`src/rtl/sevenseg_scan_ctrl_if.sv`:
```
// Register-side and pad-side bundle for the 8-digit seven-segment scanner.
// The master is the SoC register block; the slave is the scan controller.
interface sevenseg_scan_ctrl_if;
   logic        i_value_we;
   logic [31:0] i_value;
   logic        i_mask_we;
   logic [7:0]  i_mask;
   logic [7:0]  i_dp;
   logic        i_enable;
   logic        i_lzb;
   logic [7:0]  o_an;
   logic [6:0]  o_seg;
   logic        o_dp_n;
   logic        o_frame_tick;
   logic        o_pending;

   modport master (
      output i_value_we,
      output i_value,
      output i_mask_we,
      output i_mask,
      output i_dp,
      output i_enable,
      output i_lzb,
      input  o_an,
      input  o_seg,
      input  o_dp_n,
      input  o_frame_tick,
      input  o_pending
   );

   modport slave (
      input  i_value_we,
      input  i_value,
      input  i_mask_we,
      input  i_mask,
      input  i_dp,
      input  i_enable,
      input  i_lzb,
      output o_an,
      output o_seg,
      output o_dp_n,
      output o_frame_tick,
      output o_pending
   );
endinterface

```
`src/rtl/sevenseg_scan_ctrl.sv`:
```
// Time-multiplexed 8-digit seven-segment driver, active-low pads,
// dead-time between digits and frame-boundary commit of buffered writes.
module sevenseg_scan_ctrl #(
   parameter int unsigned REFRESH_DIV = 12500,
   parameter int unsigned DEAD_CYC    = 64
) (
   input logic                 clk,
   input logic                 rstn,
   sevenseg_scan_ctrl_if.slave bus
);

   typedef enum logic {
      ST_BLANK,
      ST_SHOW
   } state_t;

   localparam logic [15:0] LP_SHOW_LAST = 16'(REFRESH_DIV - 1);
   localparam logic [15:0] LP_DEAD_LAST = 16'(DEAD_CYC - 1);

   state_t      r_state;
   logic [2:0]  r_idx;
   logic [15:0] r_cnt;

   logic [31:0] r_pend_val;
   logic [7:0]  r_pend_mask;
   logic [7:0]  r_pend_dp;
   logic [31:0] r_act_val;
   logic [7:0]  r_act_mask;
   logic [7:0]  r_act_dp;

   logic [7:0]  r_an;
   logic [6:0]  r_seg;
   logic        r_dp_n;
   logic        r_tick;
   logic        r_pending;

   state_t      w_nstate;
   logic [2:0]  w_nidx;
   logic [15:0] w_ncnt;
   logic        w_commit;
   logic [7:0]  w_hz;
   logic        w_lzb_blank;
   logic        w_lit;
   logic [3:0]  w_nib;

   function automatic logic [6:0] f_hex(input logic [3:0] d);
      logic [6:0] s;
      s = 7'h7F;
      unique case (d)
         4'h0: s = 7'b0000001;
         4'h1: s = 7'b1001111;
         4'h2: s = 7'b0010010;
         4'h3: s = 7'b0000110;
         4'h4: s = 7'b1001100;
         4'h5: s = 7'b0100100;
         4'h6: s = 7'b0100000;
         4'h7: s = 7'b0001111;
         4'h8: s = 7'b0000000;
         4'h9: s = 7'b0000100;
         4'hA: s = 7'b0001000;
         4'hB: s = 7'b1100000;
         4'hC: s = 7'b0110001;
         4'hD: s = 7'b1000010;
         4'hE: s = 7'b0110000;
         4'hF: s = 7'b0111000;
      endcase
      return s;
   endfunction

   always_comb begin
      w_nstate = r_state;
      w_nidx   = r_idx;
      w_ncnt   = r_cnt + 16'd1;
      w_commit = 1'b0;
      unique case (r_state)
         ST_BLANK: begin
            if (r_cnt == LP_DEAD_LAST) begin
               w_nstate = ST_SHOW;
               w_ncnt   = '0;
            end
         end
         ST_SHOW: begin
            if (r_cnt == LP_SHOW_LAST) begin
               w_nstate = ST_BLANK;
               w_ncnt   = '0;
               w_nidx   = r_idx + 3'd1;
               w_commit = (r_idx == 3'd7);
            end
         end
      endcase
   end

   // w_hz[i]: every nibble from digit i upward is zero
   always_comb begin
      w_hz = '0;
      for (int i = 0; i < 8; i++) begin
         w_hz[i] = ((r_act_val >> (4 * i)) == 32'd0);
      end
   end

   // Outputs are computed for the state being entered so they line up with it
   always_comb begin
      w_nib       = r_act_val[{w_nidx, 2'b00} +: 4];
      w_lzb_blank = bus.i_lzb & (w_nidx != 3'd0) & w_hz[w_nidx];
      w_lit       = (w_nstate == ST_SHOW) & bus.i_enable
                  & r_act_mask[w_nidx] & ~w_lzb_blank;
   end

   always_ff @(posedge clk) begin
      if (!rstn) begin
         r_state     <= ST_BLANK;
         r_idx       <= '0;
         r_cnt       <= '0;
         r_pend_val  <= '0;
         r_pend_mask <= '0;
         r_pend_dp   <= '0;
         r_act_val   <= '0;
         r_act_mask  <= '0;
         r_act_dp    <= '0;
         r_an        <= 8'hFF;
         r_seg       <= 7'h7F;
         r_dp_n      <= 1'b1;
         r_tick      <= 1'b0;
         r_pending   <= 1'b0;
      end else begin
         r_state <= w_nstate;
         r_idx   <= w_nidx;
         r_cnt   <= w_ncnt;
         r_tick  <= w_commit;
         if (w_commit) begin
            r_act_val  <= r_pend_val;
            r_act_mask <= r_pend_mask;
            r_act_dp   <= r_pend_dp;
         end
         if (bus.i_value_we) begin
            r_pend_val <= bus.i_value;
         end
         if (bus.i_mask_we) begin
            r_pend_mask <= bus.i_mask;
            r_pend_dp   <= bus.i_dp;
         end
         // A write landing on the commit edge keeps the flag set
         r_pending <= (r_pending & ~w_commit)
                    | bus.i_value_we | bus.i_mask_we;
         if (w_lit) begin
            r_an   <= ~(8'b1 << w_nidx);
            r_seg  <= f_hex(w_nib);
            r_dp_n <= ~r_act_dp[w_nidx];
         end else begin
            r_an   <= 8'hFF;
            r_seg  <= 7'h7F;
            r_dp_n <= 1'b1;
         end
      end
   end

   assign bus.o_an         = r_an;
   assign bus.o_seg        = r_seg;
   assign bus.o_dp_n       = r_dp_n;
   assign bus.o_frame_tick = r_tick;
   assign bus.o_pending    = r_pending;

endmodule
```
`src/flat_wrapper.sv`:
```
// flat-port wrapper written by rule: the top's interface ports become plain ports
module sevenseg_scan_ctrl_flat 
#(
   parameter int unsigned REFRESH_DIV = 12500,
   parameter int unsigned DEAD_CYC    = 64
)
  (clk, rstn, bus_i_value_we, bus_i_value, bus_i_mask_we, bus_i_mask, bus_i_dp, bus_i_enable, bus_i_lzb, bus_o_an, bus_o_seg, bus_o_dp_n, bus_o_frame_tick, bus_o_pending);
  sevenseg_scan_ctrl_if bus_i ();
  input logic clk;
  input logic rstn;
  input wire logic [$bits(bus_i.i_value_we)-1:0] bus_i_value_we;
  input wire logic [$bits(bus_i.i_value)-1:0] bus_i_value;
  input wire logic [$bits(bus_i.i_mask_we)-1:0] bus_i_mask_we;
  input wire logic [$bits(bus_i.i_mask)-1:0] bus_i_mask;
  input wire logic [$bits(bus_i.i_dp)-1:0] bus_i_dp;
  input wire logic [$bits(bus_i.i_enable)-1:0] bus_i_enable;
  input wire logic [$bits(bus_i.i_lzb)-1:0] bus_i_lzb;
  output wire logic [$bits(bus_i.o_an)-1:0] bus_o_an;
  output wire logic [$bits(bus_i.o_seg)-1:0] bus_o_seg;
  output wire logic [$bits(bus_i.o_dp_n)-1:0] bus_o_dp_n;
  output wire logic [$bits(bus_i.o_frame_tick)-1:0] bus_o_frame_tick;
  output wire logic [$bits(bus_i.o_pending)-1:0] bus_o_pending;
  assign bus_i.i_value_we = bus_i_value_we;
  assign bus_i.i_value = bus_i_value;
  assign bus_i.i_mask_we = bus_i_mask_we;
  assign bus_i.i_mask = bus_i_mask;
  assign bus_i.i_dp = bus_i_dp;
  assign bus_i.i_enable = bus_i_enable;
  assign bus_i.i_lzb = bus_i_lzb;
  assign bus_o_an = bus_i.o_an;
  assign bus_o_seg = bus_i.o_seg;
  assign bus_o_dp_n = bus_i.o_dp_n;
  assign bus_o_frame_tick = bus_i.o_frame_tick;
  assign bus_o_pending = bus_i.o_pending;
  sevenseg_scan_ctrl #(.REFRESH_DIV(REFRESH_DIV), .DEAD_CYC(DEAD_CYC)) u_core (.clk(clk), .rstn(rstn), .bus(bus_i));
endmodule
```
`config.mk`:
```
export PLATFORM = sky130hd
export DESIGN_NAME = sevenseg_scan_ctrl_flat
export DESIGN_NICKNAME = d
export VERILOG_FILES = /design/src/rtl/sevenseg_scan_ctrl_if.sv /design/src/rtl/sevenseg_scan_ctrl.sv /design/src/flat_wrapper.sv
export SDC_FILE = /design/constraint.sdc
export NUM_CORES = 1
export LEC_CHECK = 0
export CORE_MARGIN = 3
export CORE_UTILIZATION = 28
export DETAILED_ROUTE_END_ITERATION = 8
export GPL_ROUTABILITY_DRIVEN = 0
export SKIP_CTS_REPAIR_TIMING = 1
export SYNTH_ARGS = -nofsm -noshare
export SYNTH_HDL_FRONTEND = slang
export SYNTH_SLANG_ARGS = --single-unit
export TNS_END_PERCENT = 1
```
`constraint.sdc`:
```
create_clock -name clk -period 7.8 [get_ports clk]
set_clock_uncertainty 0.05 [all_clocks]
set_input_delay 2.34 -clock clk [delete_from_list [all_inputs] [get_ports clk]]
set_output_delay 2.34 -clock clk [all_outputs]
set_load 0.01 [all_outputs]
```
Yosys cells after proc, flatten, opt, wreduce, memory -nomap -nowiden --
Memory sizes are Yosys's and may differ from the RTL's. A register that Yosys moved wholly into a read port is not among the register bits. Index checks and enable logic that the tools add are counted.
Operators by class: magnitude comparators 1, equal/unequal tests 3, divide/modulo/power cells 0, bitwise logic cells 13, shifts and indexed selects 2, multiply operators 0, add/sub/neg operators 2, muxes and demuxes 16, reductions and logical operators 11
Operators with widths (count):
- $logic_not 32->1 | 8
- $mux 16 | 2
- $pmux 16 s2 | 1
- $shiftx 32x6->4 | 1
- $add 16x1->16 const B | 1
- $eq 16x14->1 const B | 1
- $eq 16x6->1 const B | 1
- $bmux 1 s3 | 3
- $not 8->8 | 1
- $shl 1x3->8 const A | 1
- $mux 1 | 7
- $and 1x1->1 | 6
- $mux 3 | 2
- $lt 3x4->1 const B | 1
- $not 1->1 | 4
- $add 3x1->3 const B | 1
- $eq 3x3->1 const B | 1
- $reduce_bool 3->1 | 1
- $or 1x1->1 | 2
- $pmux 1 s2 | 1
- $reduce_and 2->1 | 1
- $logic_not 1->1 | 1
Word-level totals: output and inout port bits 18, memory bits (read-only) 112, logic and storage cells 62, latch bits 0, register bits after elaboration 127, bits in writable memories 0, bits of input ports 54, memories 1
Memory list:
- (name not given) | depth 16, bits a word 7, rd ports 1, clocked after memory_dff 1, write ports 0, RTL line sevenseg_scan_ctrl.sv:49 | unique case (d)

Logic depth before layout (Yosys ltp) --
Gate-level depths: netlist of the first run.
depth after elaboration 10, depth in mapped cells 14, mapped depth without buffers 12

Least setup slack after synthesis of the first run --
Ideal clock, no wire load.
path kind input port to flip-flop, start in bus_i_mask_we, end reg u_core.r_pend_dp[0], library setup time 0.116 ns, stages on the path 4, data required time 7.634 ns, buffers on the path 2, data arrival time 3.430 ns, setup slack 4.204 ns, cells stage by stage clkbuf_1 clkbuf_1 mux2i_1 nor2b_1
RTL lines:
- start, declared | RTL line flat_wrapper.sv:13 | input wire logic [$bits(bus_i.i_mask_we)-1:0] bus_i_mask_we;
- end signal, assigned | RTL line sevenseg_scan_ctrl.sv:140 | r_pend_dp <= bus.i_dp;
- end, declared | RTL line sevenseg_scan_ctrl.sv:26 | logic [7:0] r_pend_dp;

Final worst setup path of the first run --
start reg u_core.r_cnt[9], end reg u_core.r_seg[6], in the netlist u_core.bus.o_seg[6]
Between the ends: word-level cells in the longest chain between the ends 10, elaborated cells on any way between the ends 21, those cells by class eq/ne (2); shift (1); mux (9); bitwise (6); reduce/logical (3)
RTL lines:
- start, declared | RTL line sevenseg_scan_ctrl.sv:22 | logic [15:0] r_cnt;
- start signal, assigned | RTL line sevenseg_scan_ctrl.sv:128 | r_cnt <= w_ncnt;
- $eq 16x14->1 | RTL line sevenseg_scan_ctrl.sv:83 | if (r_cnt == LP_SHOW_LAST) begin
- $mux 3 | RTL line sevenseg_scan_ctrl.sv:83
- $mux 3 | RTL line sevenseg_scan_ctrl.sv:75 | unique case (r_state)
- $bmux 1 s3 or $reduce_bool 3->1 (tied branches) | RTL line sevenseg_scan_ctrl.sv:104 | w_lzb_blank = bus.i_lzb & (w_nidx != 3'd0) & w_hz[w_nidx];
- $mux 1 (not written as such) or $and 1x1->1 (tied branches) | RTL line sevenseg_scan_ctrl.sv:104
- $and 1x1->1 | RTL line sevenseg_scan_ctrl.sv:104
- $not 1->1 | RTL line sevenseg_scan_ctrl.sv:106 | & r_act_mask[w_nidx] & ~w_lzb_blank;
- $and 1x1->1 | RTL line sevenseg_scan_ctrl.sv:106
- $reduce_and 2->1 (no source line)
- $logic_not 1->1 (no source line)
- end, declared | RTL line sevenseg_scan_ctrl.sv:32 | logic [6:0] r_seg;
Several ways; a longest one is shown, not always the timed one. The select of a mux whose other input is x is not followed. A chain may end at the register's enable or synchronous reset.

==> results.md, run 1 <==
Cells and area:
- The number of nets in the final layout is between 700 and 800.
- The layout cell share with drive strength beyond 1 is 0.0724.
- The diode insertion count for antenna repair is 0.
- The area of all placed cells without fillers is 7550 um^2.
- The post-layout instance count excluding filler cells is ~990.
- The area added between synthesis and finish is 26.3%.

Floorplanning:
- The initial utilization of the core area, before any placement, comes to 0.290.
- The row count is 52.
- The top-level I/O count is 72.
- The overall die height is 152 um.
- The overall die area is 23100 um^2.
- The width of the chip is 152 um.
- The floorplan step defined a core boundary enclosing 20600 um^2.

Global route:
- The aggregate global-route resource usage is 0.121.
- Entering global routing, the biggest net connects 60 pins.
- The number of global-route vias before repair was between 4k and 5k.
- The first-pass GRT wire length is between 20000 and 25000 um.
- Summed over all layers, the global routing overflow is 0.
- The number of antenna violations at the first check in global routing is 0.

Pwr:
- The power per unit of standard cell area is about 220 nW/um^2.
- Cell internal power was estimated by the tool at 1360 uW.
- The share of total power dissipated in the clock network is 0.536.
- The maximum resistive drop on vdd is 130 uV.
- In this run the static leakage power is 0.00276 uW.
- The share of total power in sequential cells is 0.419.
- For this design the total switching power over the nets is 332 uW.
- The combinational group share of total power is 0.044.
- Of the total power, the share spent switching nets is 0.196.

Route:
- After detailed routing, the total wire length is between 10000 and 15000 um.
- The vias after detailed routing is 4540.
- In the routed design, unresolved DRC markers number 0.
- After the first detailed-routing iteration, the DRC count stood at 260.
- The residual antenna-violating net count after detailed routing is 0.
- The routed via count divided by cell count is 4.60.
- The routed length per instance is 14.3 um.
- The length of the first detailed-routing pass in iterations is 5.

Worst setup path:
- The cell with the largest stage delay on the worst path is mux2i_1.
- By startpoint and endpoint, the worst setup path is classified as reg -> reg.
- STA classifies the critical path startpoint as a register.
- The minimum setup slack among reg-to-reg paths is 3.14 ns.
- The critical path goes through or4_4, nor4_4, buf_4, mux2i_1, o22a_1, o221ai_1, o22ai_1, inv_1, ha_1, and2_1, a2111oi_0, o41ai_2.
- The required time at the endpoint of the critical path is roughly 8 ns.
- The kind of end point of the critical path is a register.
- The longest individual stage delay on the worst path is between 0.9 and 1 ns.
- The worst endpoint data arrival time is 4.88 ns.
- The combined buffer and inverter count along the critical path is 2.
- Along the worst path, the maximum fanout reaches 31.
- Among cell families on the critical path, the largest total delay comes from compound AO/OA/AOI/OAI gates.

CTS:
- TritonCTS created 17 clock buffers.
- The latest clock arrival within the worst-skew pair is ~0.41 ns.
- TritonCTS built the clock tree.
- The total number of clock tree sinks is 134.
- The clock tree synthesis step divided the H-tree into 4 levels.
- Clock-pin slew was measured on the worst setup and hold paths at 0.06 ns.
- The maximum count of clock buffers along a single path is 2.
- The root cell of the clock tree is clkbuf_16.

Timing:
- The number of max-slew violations in the final report is 0.
- The fmax is 214 MHz.
- Setup violations remaining at the end of the flow were counted as 0.
- The final critical-path share of the clock period is 0.598.
- Headroom to the max-slew limit came out at 0.278.
- Setup repair after global routing left no endpoint under its margin.
- The hold violation total from the final report came to 0.
- For the pin with the worst max-slew slack, the measured transition is 1.05 ns.
- The worst path in the final design needs a cycle of 4.66 ns, including I/O delays and setup.
- After routing, the total negative slack on setup checks comes to 0 ns.

Outcome:
- The flow ran to the end, and the final reports show no timing, DRC or antenna violations.

Synthesis:
- The commonest cells after synthesis are 134 x dfxtp_1, 111 x nand2_1, 72 x mux2i_1, 52 x nor2b_1, 48 x a21boi_0.
- Synthesis produced a netlist with a net count of 713.
- Synthesis inferred 134 register bits.
- After synthesis, the mean cell area works out to between 9 and 10 um^2.
- Summing every instance area after synthesis gives 5980 um^2.
- The count of warnings emitted by yosys is 0.
- The cell count after synthesis is 650.
- The number of unique standard cell types used by synthesis is 52.
- Of the post-synthesis cell area, the dominant cell type holds 0.449.
- In the post-synthesis netlist, the biggest area contributors are dfxtp_1 45%, mux2i_1 12%, nand2_1 7.0%.
- The most frequently used flop master after synthesis is dfxtp_1.
- In the synthesized netlist the async set-or-reset flop fraction comes to 0.
- The number of synthesized flops with an enable pin is 0.
- Among all cell types in the netlist, the one instantiated most often is dfxtp_1.
- The biggest area consumer among synthesized cells is dfxtp_1.
- For this run, the register share of the synthesized area comes to 0.449.

Place:
- The total instance count after detailed placement is 957.
- Detailed placement finished with a half-perimeter wire length of 9870 um.
- The quantity of I/O buffers inserted on ports is 71.
- The area after detailed placement is 6870 um^2.

Hold path:
- The min-delay analysis places its worst path in the category reg -> reg.

Flow run:
- The tool flagged a number of max-cap violations equal to 0.
## routing by layer
metal | track usage | up-vias | routed length (um)
met2 | 0.182 | 88 | 6210
met4 | 0.0372 | 0 | 154
met5 | 0 | - | 0
met3 | 0.0327 | 10 | 588
li1 | - | 2358 | -
met1 | 0.171 | 2084 | 7150
## cell type report
cell class / instances / area, um^2
clock buffer: 19 / 453
clock inverter: 12 / 224
fill: 2118 / 13100
inverter: 6 / 22.5
multi-input combinational: 472 / 3100
sequential: 134 / 2680
tap: 270 / 338
timing repair buffer: 75 / 731
## state kept, by name, summed over array words and instances (netlist names)
name / flops
u_core.r_act_mask: 8
u_core.r_pend_dp: 8
u_core.r_state: 1
u_core.r_pend_mask: 8
u_core.bus.o_dp_n: 1
u_core.bus.o_pending: 1
u_core.bus.o_seg: 7
u_core.r_act_dp: 8
u_core.bus.o_an: 8
u_core.r_idx: 3
u_core.r_act_val: 32
u_core.bus.o_frame_tick: 1
u_core.r_cnt: 16
u_core.r_pend_val: 32
## cells in the final DEF (no fill, tap or decap), types with 3 or more instances in the layout
cell type,n
dfxtp_1,134
o21ai_0,8
nand2_1,111
nor4_1,7
mux2_2,7
or2_2,3
xnor2_1,6
and2_1,5
bufinv_16,6
or4_1,3
clkbuf_16,17
o2111ai_1,4
inv_1,6
nor3_1,5
nor2b_1,52
mux2i_1,72
buf_4,4
ha_1,9
nand3_1,17
o22ai_1,10
clkdlybuf4s50_1,69
nand2b_1,4
o211ai_1,5
xor2_1,9
or3_1,3
nor2_1,45
and3_1,7
a21boi_0,48
a21oi_1,4
## worst reg2reg max path, delay by kind of cell, from the launching register on
kind / cells / cell delay [ns]
simple gates: 3 / 1.02
mux: 1 / 0.93
flops: 1 / 0.33
buf+inv: 2 / 0.54
compound gates: 5 / 1.38
fa+ha+maj: 1 / 0.28
## path summary, 6_finish.rpt
path / from / endpoint / depth (start not counted)
setup / recovery: u_core.r_cnt[9] / u_core.bus.o_seg[6] / 12
hold / removal: u_core.r_act_mask[6] / u_core.r_act_mask[6] / 2
setup reg to reg: u_core.r_cnt[9] / u_core.bus.o_seg[6] / 12
hold reg to reg: u_core.r_act_mask[6] / u_core.r_act_mask[6] / 2
## power by group through the flow
stage | Sequential (uW) | Combinational [uW] | Clock (uW)
after global routing | 713 | 83.0 | 958
after detailed placement | 726 | 76.7 | 0
final | 711 | 75.4 | 909
after floorplan | 722 | 41.6 | 0
after CTS | 711 | 76.9 | 932
after global placement | 726 | 76.0 | 0
## per-stage QoR
stage               power [uW]  setup WS [ns]  hold slack, ns   util
finish                    1700           3.14           0.412  0.366
global route              1750           2.77           0.437  0.366
CTS                       1720           3.19           0.415  0.366
detailed placement         802           3.23           0.406  0.333
global placement           802           3.39           0.391  0.333
floorplan                  764           4.20           0.376      -
## cell families after synthesis
| logic type | after synthesis | share of synthesized area |
|---|---|---|
| buffers and inverters | 44 | 0.0326 |
| flip-flops | 134 | 0.449 |
| XOR/XNOR | 15 | 0.0220 |
| AND/OR/NAND/NOR | 273 | 0.223 |
| multiplexers | 79 | 0.134 |
| AO/OA/AOI/OAI | 96 | 0.121 |
| adder cells (fa/ha/maj) | 9 | 0.0188 |
(Power assumes the default switching activity.)
==> run 2: changes to the inputs <==
==> constraint.sdc (replaced) <==
create_clock -name clk -period 4.2 [get_ports clk]
set_clock_uncertainty 0.05 [all_clocks]
set_input_delay 1.26 -clock clk [delete_from_list [all_inputs] [get_ports clk]]
set_output_delay 1.26 -clock clk [all_outputs]
set_load 0.01 [all_outputs]
==> run 2 against run 1 <==
Effect of this change: utilization shrank 0.12 points; count of clock-buffer cells in the layout is the same; largest power group unchanged; sequential power grew 86%; critical path depth is the same; power grew 78%; sequential cell count is the same.
==> results.md, run 2 (same netlist as run 1, synthesis figures left out) <==
Worst setup path:
- The worst endpoint data arrival time is 4.08 ns.
- STA classifies the critical path startpoint as a register.
- The signal on the critical path passes through or4_4, nor4_4, buf_4, mux2i_1, buf_4, o21ai_0, o22ai_1, inv_1, ha_1, and2_1, a2111oi_0, o41ai_2.
- STA classifies the critical path endpoint as a register.
- The gate family responsible for the most delay along the worst path is compound AO/OA/AOI/OAI gates.
- The critical path is of the reg -> reg type.
- The most frequent cell on the critical path is buf_4.
- For this design, the slowest cell found on the critical path is or4_4.
- For the worst setup path, the data required time is about 4.4 ns.
- The top fanout value on the critical path is 16.
- The longest individual stage delay on the worst path is 0.57 ns.
- Counting both buffers and inverters, the worst setup path holds a total of 3.

CTS:
- The number of buffers created by CTS is 17.
- Clock latency on the worst-skew pair, taken at its later pin, is just over 0.4 ns.
- The root buffer cell chosen for the clock tree is clkbuf_16.
- The longest clock path from root to sink contains 2 buffers.
- The maximum level of the CTS H-tree is 4.
- After clock tree synthesis, the clock-pin slew on the worst setup and hold paths is 0.06 ns.
- The clock tree from TritonCTS is built.
- The tree built by TritonCTS fans out to 134 sinks.

Cells and area:
- The area of all placed cells without fillers is around 7500 um^2.
- The repair_antennas step left the layout with diodes totalling 0.
- Leaving out fill and tap cells, the most frequent cells in the layout are 134 x dfxtp_1, 111 x nand2_1, 72 x mux2i_1.
- In the final layout, the registers with the most flip-flops are u_core.r_act_val x32, u_core.r_pend_val x32, u_core.r_cnt x16.
- The layout cell share with drive strength beyond 1 is 0.0775.
- From synthesis to final layout, the design area changed by 25.9%.
- The filler cells instantiated in the layout total 2102.
- The leading cell type in the layout, fill and taps excluded is dfxtp_1.
- The final layout contains 773 nets.
- The post-layout instance count excluding filler cells is roughly 1000.

Pwr:
- The maximum resistive drop on vdd is 259 uV.
- The power per unit of standard cell area is 401 nW/um^2.
- Summed over all cells, the static leakage comes to 0.00275 uW.

Place:
- OpenSTA, run right after detailed placement, puts the worst setup slack at 0.364 ns.
- Including well taps, the total number of placed cells is 961.
- Port buffering added 71 buffers.
- The area after detailed placement is 6900 um^2.
- After legalization and detailed placement, the total HPWL measured between 10000 and 15000 um.

Timing:
- Of the available clock period, the critical path in the final layout requires 0.918.
- Setup repair after global routing left no endpoint under its margin.
- After layout, the worst setup slack is ~0.34 ns.
- The hold slack is roughly 0.41 ns.
- The transition time at the pin with the least slew margin is around 1.0 ns.
- The hold violation total from the final report is 0.
- The fmax is 259 MHz.
- The number of max-slew violations in the final report is 0.
- After routing, the total negative slack on setup checks comes to 0 ns.
- Counting I/O delays and the setup requirement, the final critical path takes 3.86 ns.
- The count of endpoints failing setup in the final report is 0.
- Headroom to the max-slew limit came out at 0.307.

Route:
- The detail route stage leaves a number of antenna-violating nets equal to 0.
- The final route contains 4625 vias.
- The routed length per instance is ~14 um.
- In the routed design, unresolved DRC markers number 0.
- Dividing the detail-routed via count by the number of cells gives 4.66.
- The length of the first detailed-routing pass in iterations is 4.
- The sum of routed wire length over all layers is 14400 um.
- The detailed router's first-iteration violation count is 257.

Global route:
- The global-route congestion overflow total is 0.
- The number of antenna violations at the first check in global routing came to 0.
- The aggregate global-route resource usage is 0.124.
- The number of global-route vias before repair is 4402.
- The first-pass GRT wire length is 23500 um.
- Entering global routing, the biggest net connects 103 pins.

Floorplanning:
- From left edge to right edge, the die measures 152 um.
- The region available for standard cell placement spans 20600 um^2.
- The top-level I/O count is 72.
- The row count is 52.
- The effective utilization at floorplan is 0.290.
- The die covers 23100 um^2.
- The overall die height is 152 um.

Outcome:
- The flow ran to the end, and the final reports show no timing, DRC or antenna violations.

Flow run:
- The max-cap violation count is 0.

Hold path:
- The worst hold path belongs to the class reg -> reg.
## run 2: cell count changes in the layout (fill, tap and decap cells not counted), sizes merged
cell	change
clkinvlp	+3
bufinv	-2
buf	+4
## run 2: per-layer routing
metal	track usage	wire (um)	vias to the layer above
met5	0	0	-
met4	0.0390	222	0
met3	0.0350	677	18
met2	0.178	6060	120
met1	0.178	7390	2115
li1	-	-	2372
## run 2: cell type report
type                            instances  area (um^2)  area share
Sequential cell                       134         2680       0.356
Multi-Input combinational cell        472         3100       0.412
Inverter                                6         22.5     0.00299
Clock buffer                           19          443      0.0589
Timing Repair Buffer                   79          761       0.101
Tap cell                              270          338      0.0449
Clock inverter                         13          179      0.0238
## run 2: worst paths after layout
path / start / end / slack (ns) / depth (start not counted)
max: u_core.r_cnt[9] / u_core.bus.o_seg[6] / 0.34 / 12
min: u_core.r_act_mask[4] / u_core.r_act_mask[4] / 0.41 / 2
max reg2reg: u_core.r_cnt[9] / u_core.bus.o_seg[6] / 0.34 / 12
min reg2reg: u_core.r_act_mask[4] / u_core.r_act_mask[4] / 0.41 / 2
## run 2: worst register-to-register path, stage by stage, from the launching register on
cell	delay, ns
dfxtp_1	0.33
or4_4	0.57
nor4_4	0.29
buf_4	0.27
mux2i_1	0.30
buf_4	0.22
o21ai_0	0.12
o22ai_1	0.41
inv_1	0.13
ha_1	0.28
and2_1	0.16
a2111oi_0	0.48
o41ai_2	0.12
## run 2: power breakdown
group / total (uW) / internal (uW) / switching, uW
Clock: 1560 / 1010 / 552
Combinational: 141 / 88.4 / 52.3
Sequential: 1320 / 1300 / 18.2
## run 2: stage by stage
stage	utilization	total power, uW
after floorplan	-	1420
final	0.365	3020
after global routing	0.365	3130
after CTS	0.365	3060
after global placement	0.335	1490
after detailed placement	0.335	1490
